$ cat config.mk
export PLATFORM = sky130hd
export DESIGN_NAME = zoom_engine
export DESIGN_NICKNAME = d
export VERILOG_FILES = /design/src/rtl/zoom_engine.sv
export SDC_FILE = /design/constraint.sdc
export NUM_CORES = 1
export LEC_CHECK = 0
export ABC_AREA = 1
export BUFFER_PORTS_ARGS = -buffer_cell sky130_fd_sc_hd__buf_2
export CAP_MARGIN = 10
export CORE_UTILIZATION = 40
export CTS_CLUSTER_SIZE = 8
export DETAILED_ROUTE_END_ITERATION = 7
export PLACE_DENSITY = 0.66
export SLEW_MARGIN = 40
export SYNTH_ARGS = -nofsm -noshare
export SYNTH_HDL_FRONTEND = slang
export SYNTH_SLANG_ARGS = --single-unit
$ cat constraint.sdc
create_clock -name clock -period 14.4 [get_ports clock]
set_clock_uncertainty 0.1 [all_clocks]
set_input_delay 1.44 -clock clock [delete_from_list [all_inputs] [get_ports clock]]
set_output_delay 1.44 -clock clock [all_outputs]
set_load 0.02 [all_outputs]
$ cat src/rtl/zoom_engine.sv
// 2x image scaling engine: one pass over a source frame producing a full destination frame.
// Supports copy, zoom-in by replication, zoom-out by decimation or 2x2 mean; tracks zoom level.
module zoom_engine #(
  parameter int unsigned       DATA_W = 8,
  parameter int unsigned       IMG_W  = 320,
  parameter int unsigned       IMG_H  = 240,
  parameter int unsigned       ADDR_W = 17,
  parameter int unsigned       LEVELS = 2,
  parameter logic [DATA_W-1:0] FILL   = '0
) (
  input  logic              clock,
  input  logic              reset,
  input  logic              start,
  input  logic [2:0]        mode,
  output logic              busy,
  output logic              done,
  output logic              error,
  output logic [3:0]        zoom_level,
  output logic              zoom_max,
  output logic              zoom_min,
  output logic [ADDR_W-1:0] rd_addr,
  input  logic [DATA_W-1:0] rd_data,
  output logic [ADDR_W-1:0] wr_addr,
  output logic [DATA_W-1:0] wr_data,
  output logic              wr_en
);

  localparam int unsigned X0 = IMG_W / 4;
  localparam int unsigned Y0 = IMG_H / 4;
  localparam int unsigned W2 = IMG_W / 2;
  localparam int unsigned H2 = IMG_H / 2;
  localparam int unsigned XW = $clog2(IMG_W);
  localparam int unsigned YW = $clog2(IMG_H);
  localparam logic [XW-1:0] XLast = XW'(IMG_W - 1);
  localparam logic [YW-1:0] YLast = YW'(IMG_H - 1);
  localparam logic [3:0] LvlMax = 4'(LEVELS);
  localparam logic [3:0] LvlMin = 4'(0 - LEVELS);

  localparam logic [2:0] ModeCopy    = 3'd0;
  localparam logic [2:0] ModeZin     = 3'd1;
  localparam logic [2:0] ModeDec     = 3'd2;
  localparam logic [2:0] ModeAvg     = 3'd3;
  localparam logic [2:0] ModeRestore = 3'd4;

  typedef enum logic [2:0] {StIdle, StCheck, StRd, StWt, StWr, StFin} state_e;

  state_e              state_q, state_d;
  logic [2:0]          mode_q, mode_d;
  logic [XW-1:0]       x_q, x_d, nx;
  logic [YW-1:0]       y_q, y_d, ny;
  logic [1:0]          sub_q, sub_d;
  logic [DATA_W+1:0]   acc_q, acc_d, sum;
  logic [ADDR_W-1:0]   rd_addr_q, rd_addr_d, wr_addr_q, wr_addr_d;
  logic [DATA_W-1:0]   wr_data_q, wr_data_d;
  logic                wr_en_q, wr_en_d, busy_q, busy_d, done_q, done_d, error_q, error_d;
  logic [3:0]          level_q, level_d;
  logic                is_zout, reject, begin_px;

  function automatic logic [ADDR_W-1:0] pix_addr(input int unsigned sx, input int unsigned sy);
    return ADDR_W'(sy * IMG_W + sx);
  endfunction

  function automatic logic in_window(input int unsigned px, input int unsigned py);
    return (px >= X0) && (px < X0 + W2) && (py >= Y0) && (py < Y0 + H2);
  endfunction

  // sub selects the 2x2 quadrant for the mean: bit 0 steps x, bit 1 steps y.
  function automatic logic [ADDR_W-1:0] src_addr(input logic [2:0] m, input int unsigned px,
                                                 input int unsigned py, input logic [1:0] sub);
    int unsigned sx, sy;
    sx = px;
    sy = py;
    case (m)
      ModeZin: begin
        sx = X0 + px / 2;
        sy = Y0 + py / 2;
      end
      ModeDec: begin
        sx = 2 * (px - X0);
        sy = 2 * (py - Y0);
      end
      ModeAvg: begin
        sx = 2 * (px - X0) + 32'(sub[0]);
        sy = 2 * (py - Y0) + 32'(sub[1]);
      end
      default: ;
    endcase
    return pix_addr(sx, sy);
  endfunction

  always_comb begin
    state_d   = state_q;
    mode_d    = mode_q;
    x_d       = x_q;
    y_d       = y_q;
    sub_d     = sub_q;
    acc_d     = acc_q;
    rd_addr_d = rd_addr_q;
    wr_addr_d = wr_addr_q;
    wr_data_d = wr_data_q;
    wr_en_d   = 1'b0;
    busy_d    = busy_q;
    done_d    = 1'b0;
    error_d   = error_q;
    level_d   = level_q;
    begin_px  = 1'b0;
    nx        = '0;
    ny        = '0;
    if (state_q != StCheck) begin
      if (x_q == XLast) begin
        ny = y_q + 1'b1;
      end else begin
        nx = x_q + 1'b1;
        ny = y_q;
      end
    end
    sum     = acc_q + (DATA_W + 2)'(rd_data);
    is_zout = (mode_q == ModeDec) || (mode_q == ModeAvg);
    reject  = (mode_q > ModeRestore) || ((mode_q == ModeZin) && (level_q == LvlMax)) ||
              (is_zout && (level_q == LvlMin));

    unique case (state_q)
      StIdle: begin
        if (start) begin
          mode_d  = mode;
          error_d = 1'b0;
          state_d = StCheck;
        end
      end
      StCheck: begin
        if (reject) begin
          done_d  = 1'b1;
          error_d = 1'b1;
          state_d = StIdle;
        end else begin
          busy_d   = 1'b1;
          begin_px = 1'b1;
        end
      end
      StRd: state_d = StWt;
      StWt: begin
        if ((mode_q == ModeAvg) && (sub_q != 2'd3)) begin
          acc_d     = sum;
          sub_d     = sub_q + 2'd1;
          rd_addr_d = src_addr(mode_q, 32'(x_q), 32'(y_q), sub_q + 2'd1);
          state_d   = StRd;
        end else begin
          wr_en_d   = 1'b1;
          wr_addr_d = pix_addr(32'(x_q), 32'(y_q));
          wr_data_d = (mode_q == ModeAvg) ? DATA_W'(sum >> 2) : rd_data;
          state_d   = StWr;
        end
      end
      StWr: begin
        if ((x_q == XLast) && (y_q == YLast)) begin
          busy_d  = 1'b0;
          done_d  = 1'b1;
          state_d = StFin;
        end else begin
          begin_px = 1'b1;
        end
      end
      StFin: begin
        if (mode_q == ModeZin)          level_d = level_q + 4'd1;
        else if (is_zout)               level_d = level_q - 4'd1;
        else if (mode_q == ModeRestore) level_d = '0;
        state_d = StIdle;
      end
      default: state_d = StIdle;
    endcase

    // Fill pixels skip the read and go straight to the write cycle.
    if (begin_px) begin
      x_d   = nx;
      y_d   = ny;
      sub_d = '0;
      acc_d = '0;
      if (is_zout && !in_window(32'(nx), 32'(ny))) begin
        wr_en_d   = 1'b1;
        wr_addr_d = pix_addr(32'(nx), 32'(ny));
        wr_data_d = FILL;
        state_d   = StWr;
      end else begin
        rd_addr_d = src_addr(mode_q, 32'(nx), 32'(ny), 2'd0);
        state_d   = StRd;
      end
    end
  end

  always_ff @(posedge clock or negedge reset) begin
    if (!reset) begin
      state_q   <= StIdle;
      mode_q    <= '0;
      x_q       <= '0;
      y_q       <= '0;
      sub_q     <= '0;
      acc_q     <= '0;
      rd_addr_q <= '0;
      wr_addr_q <= '0;
      wr_data_q <= '0;
      wr_en_q   <= 1'b0;
      busy_q    <= 1'b0;
      done_q    <= 1'b0;
      error_q   <= 1'b0;
      level_q   <= '0;
    end else begin
      state_q   <= state_d;
      mode_q    <= mode_d;
      x_q       <= x_d;
      y_q       <= y_d;
      sub_q     <= sub_d;
      acc_q     <= acc_d;
      rd_addr_q <= rd_addr_d;
      wr_addr_q <= wr_addr_d;
      wr_data_q <= wr_data_d;
      wr_en_q   <= wr_en_d;
      busy_q    <= busy_d;
      done_q    <= done_d;
      error_q   <= error_d;
      level_q   <= level_d;
    end
  end

  assign busy       = busy_q;
  assign done       = done_q;
  assign error      = error_q;
  assign zoom_level = level_q;
  assign zoom_max   = (level_q == LvlMax);
  assign zoom_min   = (level_q == LvlMin);
  assign rd_addr    = rd_addr_q;
  assign wr_addr    = wr_addr_q;
  assign wr_data    = wr_data_q;
  assign wr_en      = wr_en_q;

endmodule

==> metrics.md <==
| Metric | Value |
|---|---|
| Status | `completed` |
| Post-CTS Setup Inserts | `0` |
| Total CTS buffers | `9` |
| Post-synth EDFFs | `0` |
| Later-pin clock latency in the skew report | `0.36 ns` |
| Yosys top cell area share | `0.241` |
| WP data required | `14.55 ns` |
| Gr usage total | `0.224` |
| Ports | `66` |
| Final HPWL DP | `around 19000 um` |
| Final hold slack | `about 0.38 ns` |
| Core footprint | `roughly 21000 um^2` |
| Slowest stage delay, CP | `0.45 ns` |
| Max VDD drop | `roughly 110 uV` |
| Hold Crit Start | `busy` |
| CTS resizes | `0` |
| Pre-CTS worst setup slack | `slightly below 9 ns` |
| CP dominant cell by count | `nand2_1` |
| Commonest cells in the netlist | `nand2_1 (255), inv_1 (154), ha_1 (108), o21ai_0 (99), dfrtp_1 (85)` |
| DR vias | `8470` |
| Cell Count, Final, Fillers Out | `1556` |
| Clock Sinks | `85` |
| Hold Crit Depth | `2` |
| Post-synth cell types | `55` |
| Chip width | `around 150 um` |
| Antenna violations before repair | `0` |
| Final setup viols | `0` |
| DRC errors left | `0` |
| Fin nets | `1407` |
| Synthesized cell area | `about 9000 um^2` |
| Worst R2R Start | `x_q[0]` |
| Final RePlAce weighted congestion | `0.961` |
| Placed instance count | `approximately 1500` |
| Crit path time final | `~5.7 ns` |
| CTS H-tree depth | `3` |
| Final Max Slew Viols | `0` |
| DRT iter0 DRCs | `590` |
| Pre-antenna DRT Iters | `5` |
| Worst setup SP type | `flop` |
| Area leader, netlist | `dfrtp_1` |
| Row count | `53` |
| CTS tree | `yes` |
| IO Port Bufs | `65` |
| Crit path max fanout | `10` |
| Reg2Reg Setup Slack | `a little under 9 ns` |
| Critical Path Sink Type | `flop` |
| Synth-to-Final Area Change | `10.2%` |
| Die H | `151 um` |
| Mapped Nets | `around 1400` |
| Post-synthesis sequential element count | `85` |
| Top FF cell, synth | `dfrtp_1` |
| Period utilization | `0.399` |
| Hold Vio Cnt, Final | `0` |
| Max_cap viols | `0` |
| RSZ-0062 raised after global routing | `false` |
| Final Core Density | `0.455` |
| Layout cells sized above 1 | `0.117` |
| Hold endpoint | `busy` |
| Seq/Total Area, Yosys | `0.241` |
| Hold Path Class | `reg2reg` |
| Total wire length | `between 20000 and 25000 um` |
| Vias in the first global route | `between 7000 and 8000` |
| YS warnings | `0` |
| CP Data Arrival Time | `5.89 ns` |
| Largest net degree at the start of global routing | `a little over 60` |
| PD cells | `about 210 nW/um^2` |
| Worst-Margin Slew | `just under 0.8 ns` |
| Starting density of the core | `0.413` |
| Crit path kind | `reg2reg` |
| First-pass GRT wire length | `a little under 40000 um` |
| CP max-delay cell | `nor2_1` |
| Syn avg cell area | `7.21 um^2` |
| Fmax | `between 0.15 and 0.2 GHz` |
| Area contributors post-synth | `dfrtp_1 (24%), ha_1 (15%), nand2_1 (11%)` |
| RR Endpoint | `rd_addr[16]` |
| Top-count cell post-synth | `nand2_1` |
| Wire per inst | `roughly 16 um` |
| Die area | `22700 um^2` |
| Async S/R FF share, synth | `1.00` |
| LEAKAGE | `slightly below 5 nW` |
| Synthesized instance count | `1224` |
| Global route overflow | `0` |
| Relative slew slack | `0.484` |
| Root Buffer | `clkbuf_16` |
| DR vias/cell | `between 5 and 6` |
| Routed Antenna Nets | `0` |
| CTS max path bufs | `2` |
| Worst setup margin | `about 8.7 ns` |
| Clock transition at the registers of the reported paths | `0.07 ns` |
| Antenna diode count | `0` |
| Total negative setup slack | `0 ns` |
| Hold buffer count at cts | `0` |
| Register-to-Register Path Depth | `31` |
-- worst max path at each step --
stage / from / end
after floorplan: x_q[0] / rd_addr[16]
after global placement: x_q[1] / rd_addr[16]
after detailed placement: x_q[0] / rd_addr[16]
after global routing: x_q[0] / rd_addr[16]
after CTS: x_q[0] / rd_addr[16]
final: x_q[0] / rd_addr[16]
-- cells in the final DEF (no fill, tap or decap), types with 10 or more instances in the layout --
| cell | synthesis | final |
|---|---|---|
| o21ai_1 | 26 | 26 |
| xor2_1 | 30 | 30 |
| nor2_1 | 74 | 72 |
| nor3_1 | 15 | 15 |
| nor2_2 | 8 | 10 |
| ha_1 | 108 | 108 |
| nand3_1 | 78 | 78 |
| o211ai_1 | 21 | 21 |
| o21ai_0 | 99 | 99 |
| o22ai_1 | 14 | 14 |
| buf_2 | 6 | 64 |
| o221ai_1 | 11 | 11 |
| inv_1 | 154 | 154 |
| dfrtp_1 | 85 | 85 |
| nand2_1 | 255 | 255 |
| a21oi_1 | 65 | 65 |
| or2_2 | 13 | 13 |
| xnor2_1 | 24 | 24 |
| nand4_1 | 11 | 11 |
-- stage by stage --
| step | power (mW) | instance area (um^2) |
|---|---|---|
| 6_report | 2.05 | 9720 |
| 5_1_grt | 2.26 | 9720 |
| 4_1_cts | 2.06 | 9710 |
| 3_5_place_dp | 1.80 | 9410 |
| 3_3_place_gp | 1.78 | 9410 |
| 2_1_floorplan | 1.45 | 8820 |
-- worst max-delay path, delay by kind of cell (launching register included) --
| family | cells | cell delay (ns) |
|---|---|---|
| AOI/OAI and AO/OA | 6 | 0.80 |
| DFF | 1 | 0.41 |
| xor gates and xnor gates | 1 | 0.13 |
| buffers and inverters | 2 | 0.28 |
| adders and majority gates | 5 | 1.69 |
| and+or+nand+nor | 17 | 2.20 |
-- logic make-up (layout without fill, tap and decap cells) --
| logic type | Yosys count | in the layout | share of synthesized area |
|---|---|---|---|
| simple gates | 487 | 487 | 0.255 |
| compound gates | 276 | 276 | 0.182 |
| buf+inv | 199 | 256 | 0.0881 |
| fa+ha+maj | 117 | 117 | 0.174 |
| flops | 85 | 85 | 0.241 |
| xor+xnor | 54 | 54 | 0.0536 |
| mux | 6 | 6 | 0.00681 |
-- state kept, by name, indices dropped and copies added, names as in the netlist, 2 cells and up --
signal and cells:
mode_q 3, zoom_level 4, wr_data 8, wr_addr 17, acc_q 10, state_q 3, sub_q 2, y_q 8
rd_addr 17, x_q 9
-- per-layer routing --
layer | vias to the layer above | global-route usage | part of all wire
li1 | 4251 | - | -
met1 | 3961 | 0.297 | 0.45
met2 | 226 | 0.380 | 0.48
met3 | 32 | 0.0264 | 0.053
met4 | 0 | 0.0616 | 0.016
met5 | - | 0 | 0
-- layout make-up --
| cell class | count | area [um^2] |
|---|---|---|
| clock buffer | 10 | 229 |
| tap | 275 | 344 |
| fill | 2194 | 11600 |
| clock inverter | 6 | 75.1 |
| timing repair buffer | 73 | 392 |
| sequential | 85 | 2130 |
| multi-input combinational | 940 | 5920 |
| inverter | 167 | 628 |
-- power breakdown --
group,switching [mW],internal (mW),leakage (nW)
clock,0.113,0.138,0.146
sequential,0.0560,0.313,1.11
combinational,0.932,0.502,3.70
total,1.10,0.953,4.96
Note: power is estimated with default switching activity, not from simulation.
